===== config.mk =====
export PLATFORM = sky130hd
export DESIGN_NAME = cpu_core
export DESIGN_NICKNAME = d
export VERILOG_FILES = /design/src/rtl/cpu_core_pkg.sv /design/src/rtl/cpu_core_datapath.sv /design/src/rtl/cpu_core.sv
export SDC_FILE = /design/constraint.sdc
export NUM_CORES = 1
export LEC_CHECK = 0
export ABC_AREA = 1
export CORE_MARGIN = 3
export CORE_UTILIZATION = 35
export CTS_CLUSTER_DIAMETER = 30
export CTS_CLUSTER_SIZE = 16
export DETAILED_ROUTE_END_ITERATION = 10
export HOLD_SLACK_MARGIN = 0.06
export PLACE_DENSITY = 0.54
export SLEW_MARGIN = 0
export SYNTH_ARGS = -nofsm -noshare
export SYNTH_HDL_FRONTEND = slang
export SYNTH_HIERARCHICAL = 1
export SYNTH_SLANG_ARGS = --single-unit

===== constraint.sdc =====
create_clock -name clk -period 8.76 [get_ports clk]
set_clock_uncertainty 0.05 [all_clocks]
set_input_delay 1.314 -clock clk [delete_from_list [all_inputs] [get_ports clk]]
set_output_delay 1.314 -clock clk [all_outputs]
set_load 0.01 [all_outputs]

===== src/rtl/cpu_core_pkg.sv =====
// Shared encodings for cpu_core: FSM states, opcodes, memory commands, shift/ALU codes.
// Defining CPU_CORE_HALT_EN adds the S_HALT state to the state enum.
package cpu_core_pkg;

`ifdef CPU_CORE_HALT_EN
  typedef enum logic [4:0] {
    S_RST, S_IF1, S_IF2, S_UPC, S_DEC, S_WRI, S_GETA, S_GETB, S_ALU,
    S_WB, S_ADR, S_LDA, S_MRD, S_MWB, S_STC, S_MWR, S_HALT
  } state_t;
`else
  typedef enum logic [4:0] {
    S_RST, S_IF1, S_IF2, S_UPC, S_DEC, S_WRI, S_GETA, S_GETB, S_ALU,
    S_WB, S_ADR, S_LDA, S_MRD, S_MWB, S_STC, S_MWR
  } state_t;
`endif

  localparam logic [2:0] OPC_MEMLD = 3'b011;
  localparam logic [2:0] OPC_MEMST = 3'b100;
  localparam logic [2:0] OPC_ALU   = 3'b101;
  localparam logic [2:0] OPC_MOV   = 3'b110;
  localparam logic [2:0] OPC_HALT  = 3'b111;

  localparam logic [1:0] OP_MOV_REG = 2'b00;
  localparam logic [1:0] OP_MOV_IMM = 2'b10;
  localparam logic [1:0] OP_ADD     = 2'b00;
  localparam logic [1:0] OP_CMP     = 2'b01;
  localparam logic [1:0] OP_AND     = 2'b10;
  localparam logic [1:0] OP_MVN     = 2'b11;
  localparam logic [1:0] OP_MEM     = 2'b00;

  localparam logic [1:0] MEM_NONE  = 2'b00;
  localparam logic [1:0] MEM_READ  = 2'b01;
  localparam logic [1:0] MEM_WRITE = 2'b10;

  localparam logic [1:0] SH_NONE = 2'b00;
  localparam logic [1:0] SH_LSL  = 2'b01;
  localparam logic [1:0] SH_LSR  = 2'b10;
  localparam logic [1:0] SH_ASR  = 2'b11;

  // ALU codes line up with the op field of the 101 instruction group.
  localparam logic [1:0] ALU_ADD = 2'b00;
  localparam logic [1:0] ALU_SUB = 2'b01;
  localparam logic [1:0] ALU_AND = 2'b10;
  localparam logic [1:0] ALU_NOT = 2'b11;

  localparam logic [1:0] VSEL_C     = 2'b00;
  localparam logic [1:0] VSEL_IMM8  = 2'b01;
  localparam logic [1:0] VSEL_MDATA = 2'b10;

  function automatic logic [15:0] sext8(input logic [7:0] v);
    return {{8{v[7]}}, v};
  endfunction

  function automatic logic [15:0] sext5(input logic [4:0] v);
    return {{11{v[4]}}, v};
  endfunction

endpackage


===== src/rtl/cpu_core_datapath.sv =====
// cpu_core datapath: 8x16 register file, A/B/C registers, B-path shifter, ALU and CMP flags.
// Register file has a single read port and a single write port selected by the control FSM.
module cpu_core_datapath
  import cpu_core_pkg::*;
(
  input  logic        clk,
  input  logic        rst_n,
  input  logic        i_rf_write,
  input  logic [2:0]  i_rf_waddr,
  input  logic [1:0]  i_vsel,
  input  logic [2:0]  i_rf_raddr,
  input  logic        i_load_a,
  input  logic        i_load_b,
  input  logic        i_load_c,
  input  logic        i_load_s,
  input  logic        i_asel,
  input  logic        i_bsel,
  input  logic [1:0]  i_shift,
  input  logic [1:0]  i_alu_op,
  input  logic [15:0] i_sximm8,
  input  logic [15:0] i_sximm5,
  input  logic [15:0] i_mdata,
  output logic [15:0] o_c,
  output logic        o_n,
  output logic        o_v,
  output logic        o_z
);

  logic [7:0][15:0] w_regs;
  logic [15:0]      w_wdata;
  logic [15:0]      w_rdata;
  logic [15:0]      w_bshift;
  logic [15:0]      w_ain;
  logic [15:0]      w_bin;
  logic [15:0]      w_alu;
  logic             w_ovf;
  logic [15:0]      r_a;
  logic [15:0]      r_b;
  logic [15:0]      r_c;
  logic             r_n;
  logic             r_v;
  logic             r_z;

  always_comb begin
    w_wdata = r_c;
    case (i_vsel)
      VSEL_IMM8:  w_wdata = i_sximm8;
      VSEL_MDATA: w_wdata = i_mdata;
      default:    w_wdata = r_c;
    endcase
  end

  genvar gi;
  generate
    for (gi = 0; gi < 8; gi++) begin : g_rf
      logic [15:0] r_q;
      always_ff @(posedge clk or negedge rst_n) begin
        if (!rst_n) begin
          r_q <= '0;
        end else if (i_rf_write && (i_rf_waddr == 3'(gi))) begin
          r_q <= w_wdata;
        end
      end
      assign w_regs[gi] = r_q;
    end
  endgenerate

  assign w_rdata = w_regs[i_rf_raddr];

  always_comb begin
    w_bshift = r_b;
    case (i_shift)
      SH_LSL:  w_bshift = {r_b[14:0], 1'b0};
      SH_LSR:  w_bshift = {1'b0, r_b[15:1]};
      SH_ASR:  w_bshift = {r_b[15], r_b[15:1]};
      default: w_bshift = r_b;
    endcase
  end

  assign w_ain = i_asel ? 16'h0000 : r_a;
  assign w_bin = i_bsel ? i_sximm5 : w_bshift;

  always_comb begin
    w_alu = w_ain + w_bin;
    case (i_alu_op)
      ALU_SUB: w_alu = w_ain - w_bin;
      ALU_AND: w_alu = w_ain & w_bin;
      ALU_NOT: w_alu = ~w_bin;
      default: w_alu = w_ain + w_bin;
    endcase
  end

  // Subtraction overflow: operands differ in sign and result sign differs from A.
  assign w_ovf = (w_ain[15] ^ w_bin[15]) & (w_alu[15] ^ w_ain[15]);

  always_ff @(posedge clk or negedge rst_n) begin
    if (!rst_n) begin
      r_a <= '0;
      r_b <= '0;
      r_c <= '0;
      r_n <= 1'b0;
      r_v <= 1'b0;
      r_z <= 1'b0;
    end else begin
      if (i_load_a) r_a <= w_rdata;
      if (i_load_b) r_b <= w_rdata;
      if (i_load_c) r_c <= w_alu;
      if (i_load_s) begin
        r_n <= w_alu[15];
        r_v <= w_ovf;
        r_z <= (w_alu == 16'h0000);
      end
    end
  end

  assign o_c = r_c;
  assign o_n = r_n;
  assign o_v = r_v;
  assign o_z = r_z;

endmodule


===== src/rtl/cpu_core.sv =====
// cpu_core top: instruction register, decoder, multicycle control FSM, PC and DA registers.
// Build option CPU_CORE_HALT_EN: opcode 111 enters a HALT state (w=1) left only by reset.
module cpu_core
  import cpu_core_pkg::*;
(
  input  logic        clk,
  input  logic        reset,
  input  logic [15:0] read_data,
  output logic [8:0]  mem_addr,
  output logic [1:0]  mem_cmd,
  output logic [15:0] write_data,
  output logic [15:0] out,
  output logic        N,
  output logic        V,
  output logic        Z,
  output logic        w
);

  state_t      r_state;
  state_t      w_state_next;
  logic [8:0]  r_pc;
  logic [8:0]  r_da;
  logic [15:0] r_ir;

  logic [2:0]  w_opcode;
  logic [1:0]  w_op;
  logic [2:0]  w_rn;
  logic [2:0]  w_rd;
  logic [1:0]  w_sh;
  logic [2:0]  w_rm;
  logic [15:0] w_sximm8;
  logic [15:0] w_sximm5;

  logic        w_load_ir;
  logic        w_load_pc;
  logic        w_load_da;
  logic        w_addr_pc;
  logic [1:0]  w_mem_cmd;
  logic        w_rf_write;
  logic [2:0]  w_rf_waddr;
  logic [1:0]  w_vsel;
  logic [2:0]  w_rf_raddr;
  logic        w_load_a;
  logic        w_load_b;
  logic        w_load_c;
  logic        w_load_s;
  logic        w_asel;
  logic        w_bsel;
  logic [1:0]  w_shift;
  logic [1:0]  w_alu_op;
  logic [15:0] w_c;

  assign w_opcode = r_ir[15:13];
  assign w_op     = r_ir[12:11];
  assign w_rn     = r_ir[10:8];
  assign w_rd     = r_ir[7:5];
  assign w_sh     = r_ir[4:3];
  assign w_rm     = r_ir[2:0];
  assign w_sximm8 = sext8(r_ir[7:0]);
  assign w_sximm5 = sext5(r_ir[4:0]);

  always_ff @(posedge clk or negedge reset) begin
    if (!reset) begin
      r_state <= S_RST;
      r_pc    <= '0;
      r_da    <= '0;
      r_ir    <= '0;
    end else begin
      r_state <= w_state_next;
      if (w_load_ir) r_ir <= read_data;
      if (w_load_pc) r_pc <= r_pc + 9'd1;
      if (w_load_da) r_da <= w_c[8:0];
    end
  end

  always_comb begin
    w_state_next = r_state;
    w_load_ir    = 1'b0;
    w_load_pc    = 1'b0;
    w_load_da    = 1'b0;
    w_addr_pc    = 1'b0;
    w_mem_cmd    = MEM_NONE;
    w_rf_write   = 1'b0;
    w_rf_waddr   = w_rd;
    w_vsel       = VSEL_C;
    w_rf_raddr   = w_rm;
    w_load_a     = 1'b0;
    w_load_b     = 1'b0;
    w_load_c     = 1'b0;
    w_load_s     = 1'b0;
    w_asel       = 1'b0;
    w_bsel       = 1'b0;
    w_shift      = SH_NONE;
    w_alu_op     = ALU_ADD;
    case (r_state)
      S_RST: w_state_next = S_IF1;
      S_IF1: begin
        w_addr_pc    = 1'b1;
        w_mem_cmd    = MEM_READ;
        w_state_next = S_IF2;
      end
      S_IF2: begin
        w_addr_pc    = 1'b1;
        w_mem_cmd    = MEM_READ;
        w_load_ir    = 1'b1;
        w_state_next = S_UPC;
      end
      S_UPC: begin
        w_load_pc    = 1'b1;
        w_state_next = S_DEC;
      end
      S_DEC: begin
        // Unrecognised encodings fall through to the next fetch.
        w_state_next = S_IF1;
        case (w_opcode)
          OPC_MOV: begin
            if (w_op == OP_MOV_IMM)      w_state_next = S_WRI;
            else if (w_op == OP_MOV_REG) w_state_next = S_GETB;
          end
          OPC_ALU:   w_state_next = (w_op == OP_MVN) ? S_GETB : S_GETA;
          OPC_MEMLD,
          OPC_MEMST: if (w_op == OP_MEM) w_state_next = S_GETA;
`ifdef CPU_CORE_HALT_EN
          OPC_HALT:  w_state_next = S_HALT;
`endif
          default: ;
        endcase
      end
      S_WRI: begin
        w_rf_write   = 1'b1;
        w_rf_waddr   = w_rn;
        w_vsel       = VSEL_IMM8;
        w_state_next = S_IF1;
      end
      S_GETA: begin
        w_rf_raddr   = w_rn;
        w_load_a     = 1'b1;
        w_state_next = (w_opcode == OPC_ALU) ? S_GETB : S_ADR;
      end
      S_GETB: begin
        w_rf_raddr   = (w_opcode == OPC_MEMST) ? w_rd : w_rm;
        w_load_b     = 1'b1;
        w_state_next = (w_opcode == OPC_MEMST) ? S_STC : S_ALU;
      end
      S_ALU: begin
        w_load_c     = 1'b1;
        w_shift      = w_sh;
        w_asel       = (w_opcode == OPC_MOV);
        w_alu_op     = (w_opcode == OPC_MOV) ? ALU_ADD : w_op;
        w_load_s     = (w_opcode == OPC_ALU) && (w_op == OP_CMP);
        w_state_next = w_load_s ? S_IF1 : S_WB;
      end
      S_WB: begin
        w_rf_write   = 1'b1;
        w_state_next = S_IF1;
      end
      S_ADR: begin
        w_bsel       = 1'b1;
        w_load_c     = 1'b1;
        w_state_next = S_LDA;
      end
      S_LDA: begin
        w_load_da    = 1'b1;
        w_state_next = (w_opcode == OPC_MEMLD) ? S_MRD : S_GETB;
      end
      S_MRD: begin
        w_mem_cmd    = MEM_READ;
        w_state_next = S_MWB;
      end
      S_MWB: begin
        w_mem_cmd    = MEM_READ;
        w_rf_write   = 1'b1;
        w_vsel       = VSEL_MDATA;
        w_state_next = S_IF1;
      end
      S_STC: begin
        w_asel       = 1'b1;
        w_load_c     = 1'b1;
        w_state_next = S_MWR;
      end
      S_MWR: begin
        w_mem_cmd    = MEM_WRITE;
        w_state_next = S_IF1;
      end
`ifdef CPU_CORE_HALT_EN
      S_HALT: w_state_next = S_HALT;
`endif
      default: w_state_next = S_RST;
    endcase
  end

  cpu_core_datapath u_datapath (
    .clk        (clk),
    .rst_n      (reset),
    .i_rf_write (w_rf_write),
    .i_rf_waddr (w_rf_waddr),
    .i_vsel     (w_vsel),
    .i_rf_raddr (w_rf_raddr),
    .i_load_a   (w_load_a),
    .i_load_b   (w_load_b),
    .i_load_c   (w_load_c),
    .i_load_s   (w_load_s),
    .i_asel     (w_asel),
    .i_bsel     (w_bsel),
    .i_shift    (w_shift),
    .i_alu_op   (w_alu_op),
    .i_sximm8   (w_sximm8),
    .i_sximm5   (w_sximm5),
    .i_mdata    (read_data),
    .o_c        (w_c),
    .o_n        (N),
    .o_v        (V),
    .o_z        (Z)
  );

  assign mem_addr   = w_addr_pc ? r_pc : r_da;
  assign mem_cmd    = w_mem_cmd;
  assign write_data = w_c;
  assign out        = w_c;

`ifdef CPU_CORE_HALT_EN
  assign w = (r_state == S_HALT);
`else
  assign w = 1'b0;
`endif

endmodule


==> run summary <==
Status -> finished, final reports clean
Final GP Congestion -> 0.906
Cts hold-fix bufs -> 0
Drt pass-1 iters -> 5
Vias after detailed routing -> 10,800
RSZ-0062 raised after global routing -> false
Fraction of layout cells with a size suffix above 1 -> 10.8%
Reg power frac -> 25.9%
Fin crit share -> 57.5%
Ports -> 65
# resized after CTS -> 0
Peak VDD IR -> 0.262 mV
CP Class -> register to register
Fin. Hold Viols -> 0
Wirelength per Cell -> 18.0 um
Initial antenna violation count -> 0
First-iteration detailed-routing DRC count -> 1,019
Detail Route Antenna Nets -> 0
Switching power -> 3130 uW
First-pass GRT wire length -> 59,700 um
Antenna cell count -> 0
Max-Cap Viols -> 0
Clock latency on the worst-skew pair -> 0.56 ns
Switching Fraction -> 44.7%
Port bufs -> 63
CTS Sinks -> 217
Register area share after synthesis -> 44.3%
CP startpoint kind -> register
Rel. slew slack -> 17.1%
Syn Inst Count -> 1,568
Setup violations, final -> 0
Setup TNS -> 0 ns
Final Max Slew Viols -> 0
CP endpoint kind -> register
Grt total ovfl -> 0
Gate power share -> 48.0%
H-tree depth -> 2
Die width -> 193 um
Critical Path RT -> 9.17 ns
Syn_nets -> 1,608
P per Cell Area -> 473 mW/mm^2
Pleak -> 0.00715 uW
EDFF count, synth -> 0
CTS tree -> yes
Placed Area -> 0.0131 mm^2
Fill count -> 3,459
Yosys reg bits -> 217
Top-area cell type share of the netlist area -> 44.3%
Design area -> 0.0148 mm^2
Ys Warns -> 6
Residual DRC count -> 0
Die ar. -> 0.0373 mm^2
Vias/cell -> 5.17
Synthesized area per cell -> 7.81 um^2
Met2 Routed Length -> 16,800 um
Int Power -> 3880 uW
Layout area overhead -> 21.0%
Initial Util -> 36.0%
Synth area leader -> dfrtp_1
Core Footprint -> 0.0340 mm^2
F_max -> 198 MHz
Slew @ Worst Pin -> 1.24 ns
Routed WL -> 37,600 um
Worst-path fanout max -> 16
Synth async-reset ratio -> 100%
Dominant synthesized flop cell -> dfrtp_1
Synth cell types -> 49
M1 WL -> 18,200 um
Final #Nets -> 1,648
Vias in the first global route -> 10,400
Worst-case clock buffer depth -> 3
Min Tclk post-route -> 5.04 ns
Clock Power Share -> 26.1%
Clock slew at reported path FFs -> 0.05 ns
Synthesized area -> 0.0122 mm^2
Core Util, Final -> 43.5%
Num CTS Buffers -> 48
Largest net degree at the start of global routing -> 94
Design Power -> 7010 uW
Clock root cell -> clkbuf_16
Row count -> 67
Die H -> 193 um
Cells taking the most area after synthesis -> dfrtp_1 44%, nand2_1 11%, o21ai_0 11%
Highest routed layer -> met4
Worst min-delay path category -> register to register
Detail Placement HPWL -> 25,800 um
Met3 WL -> 1920 um
Total track usage -> 20.5%
Postcts setup bufs -> 0
Crit path DAT -> 5.46 ns
[Yosys cell counts (2+ instances only)]
cell type / n
ha_1: 21
nor2_1: 146
nand3b_1: 3
mux2i_1: 16
buf_2: 7
buf_4: 20
inv_2: 7
nand3_2: 6
o32ai_1: 16
clkbuf_1: 62
xor2_1: 13
nor3_2: 2
inv_1: 124
mux2_2: 15
o221ai_1: 16
nor2_4: 4
o21bai_1: 2
o21ai_0: 270
o21ai_1: 6
a31oi_1: 4
a21o_1: 2
nand2_2: 15
a221o_1: 17
xnor2_1: 4
buf_6: 5
or2_2: 8
or2_1: 6
nand3_1: 70
nand2_4: 4
nand4_1: 11
o211ai_1: 8
nand2_1: 365
o21a_1: 2
a21oi_1: 48
nor3_1: 9
dfrtp_1: 217
nor2_2: 5
[critical path: stages (launching register included)]
cell,delay (ns)
dfrtp_1,0.44
inv_1,0.15
nor2_4,0.16
nand2_1,0.17
nor2_1,0.74
nor2_4,0.19
nand2_1,0.12
nand2_1,0.05
o21ai_1,0.19
ha_1,0.23
nand3_1,0.12
nor3_2,0.18
nor2_1,0.08
xor2_1,0.16
ha_1,0.35
nand2_1,0.12
inv_1,0.06
a21oi_1,0.20
nand2_1,0.10
a21oi_1,0.22
o21ai_0,0.14
o21ai_0,0.25
o211ai_1,0.17
nor2_1,0.13
nand4_1,0.08
nand2_1,0.07
[area by class of cell]
class                      count  area, um^2  share of cell area [%]
clock buffer                  58        1310                    8.83
inverter                     131         492                    3.32
clock inverter                29         372                    2.51
multi-input combinational   1125        5850                    39.5
tap                          448         561                    3.78
sequential                   217        5430                    36.7
timing repair buffer          85         801                    5.40
[flip-flops by register name (all words and copies together), names as in the netlist]
| register | flops |
|---|---|
| u_datapath/o_n | 1 |
| u_datapath/o_c | 16 |
| r_ir | 16 |
| r_state | 4 |
| u_datapath/r_b | 16 |
| u_datapath/o_z | 1 |
| u_datapath/g_rf.r_q | 128 |
| r_da | 9 |
| u_datapath/r_a | 16 |
| r_pc | 9 |
| u_datapath/o_v | 1 |
[power groups by stage]
stage | Combinational [uW] | Sequential (uW) | Clock, uW
3_5_place_dp | 3340 | 1820 | 0
4_1_cts | 3360 | 1810 | 1870
3_3_place_gp | 3340 | 1810 | 0
5_1_grt | 3820 | 1870 | 1920
2_1_floorplan | 2360 | 1700 | 0
6_report | 3370 | 1810 | 1830
[per-layer routing]
layer / GRT usage (%) / vias up
li1: - / 5327
met1: 30.0 / 5139
met2: 31.8 / 298
met5: 0 / -
met3: 2.91 / 52
met4: 5.70 / 0
[final timing paths]
check	endpoint	cells after the start	slack [ns]	start
worst max-delay path	u_datapath/o_z	25	3.72	r_state[3]
worst min register to register	u_datapath/g_rf[2].r_q[13]	2	0.43	u_datapath/g_rf[2].r_q[13]
worst max register to register	u_datapath/o_z	25	3.72	r_state[3]
min in group asynchronous	u_datapath/g_rf[0].r_q[8]	1	0.73	reset
max in group asynchronous	u_datapath/o_z	2	6.52	reset
worst min-delay path	u_datapath/g_rf[2].r_q[13]	2	0.43	u_datapath/g_rf[2].r_q[13]
[kinds of logic after synthesis]
kind of cell / Yosys count / share of synthesized area, %
fa+ha+maj: 22 / 2.31
simple gates: 659 / 23.2
mux: 31 / 2.69
compound gates: 395 / 18.3
other cells: 1 / 0.0306
xor+xnor: 17 / 1.22
flops: 217 / 44.3
buf+inv: 226 / 7.92
[stage by stage]
stage,std cells,setup slack (ns),hold slack [ns]
floorplan,1568,4.87,0.398
global placement,2006,3.89,0.411
detailed placement,2006,3.82,0.418
CTS,2093,3.78,0.430
global route,2093,3.07,0.439
finish,2093,3.72,0.426
[layout by cell type, fill, tap and decap left out, drive strengths merged]
master / netlist / final
nand2: 384 / 384
a21o: 2 / 2
conb: 1 / 1
clkinv: 0 / 15
o41ai: 1 / 1
nand3: 77 / 77
mux2: 15 / 15
a22oi: 1 / 1
clkdlybuf4s50: 0 / 62
ha: 21 / 21
buf: 33 / 23
o21bai: 2 / 2
clkinvlp: 0 / 4
xor2: 13 / 13
o211ai: 8 / 8
nor3: 12 / 12
or2: 14 / 14
nor2: 155 / 155
dfrtp: 217 / 217
o21ai: 276 / 276
a31oi: 4 / 4
a221oi: 1 / 1
o21a: 2 / 2
o31ai: 1 / 1
inv: 131 / 135
and2: 1 / 1
a21oi: 48 / 48
nand2b: 1 / 1
xnor2: 4 / 4
fa: 1 / 1
nor4: 1 / 1
mux2i: 16 / 16
clkbuf: 62 / 58
nand4: 11 / 11
o32ai: 16 / 16
o221ai: 16 / 16
bufinv: 0 / 6
a221o: 17 / 17
nand3b: 3 / 3
Power figures use the tool's default switching activity.
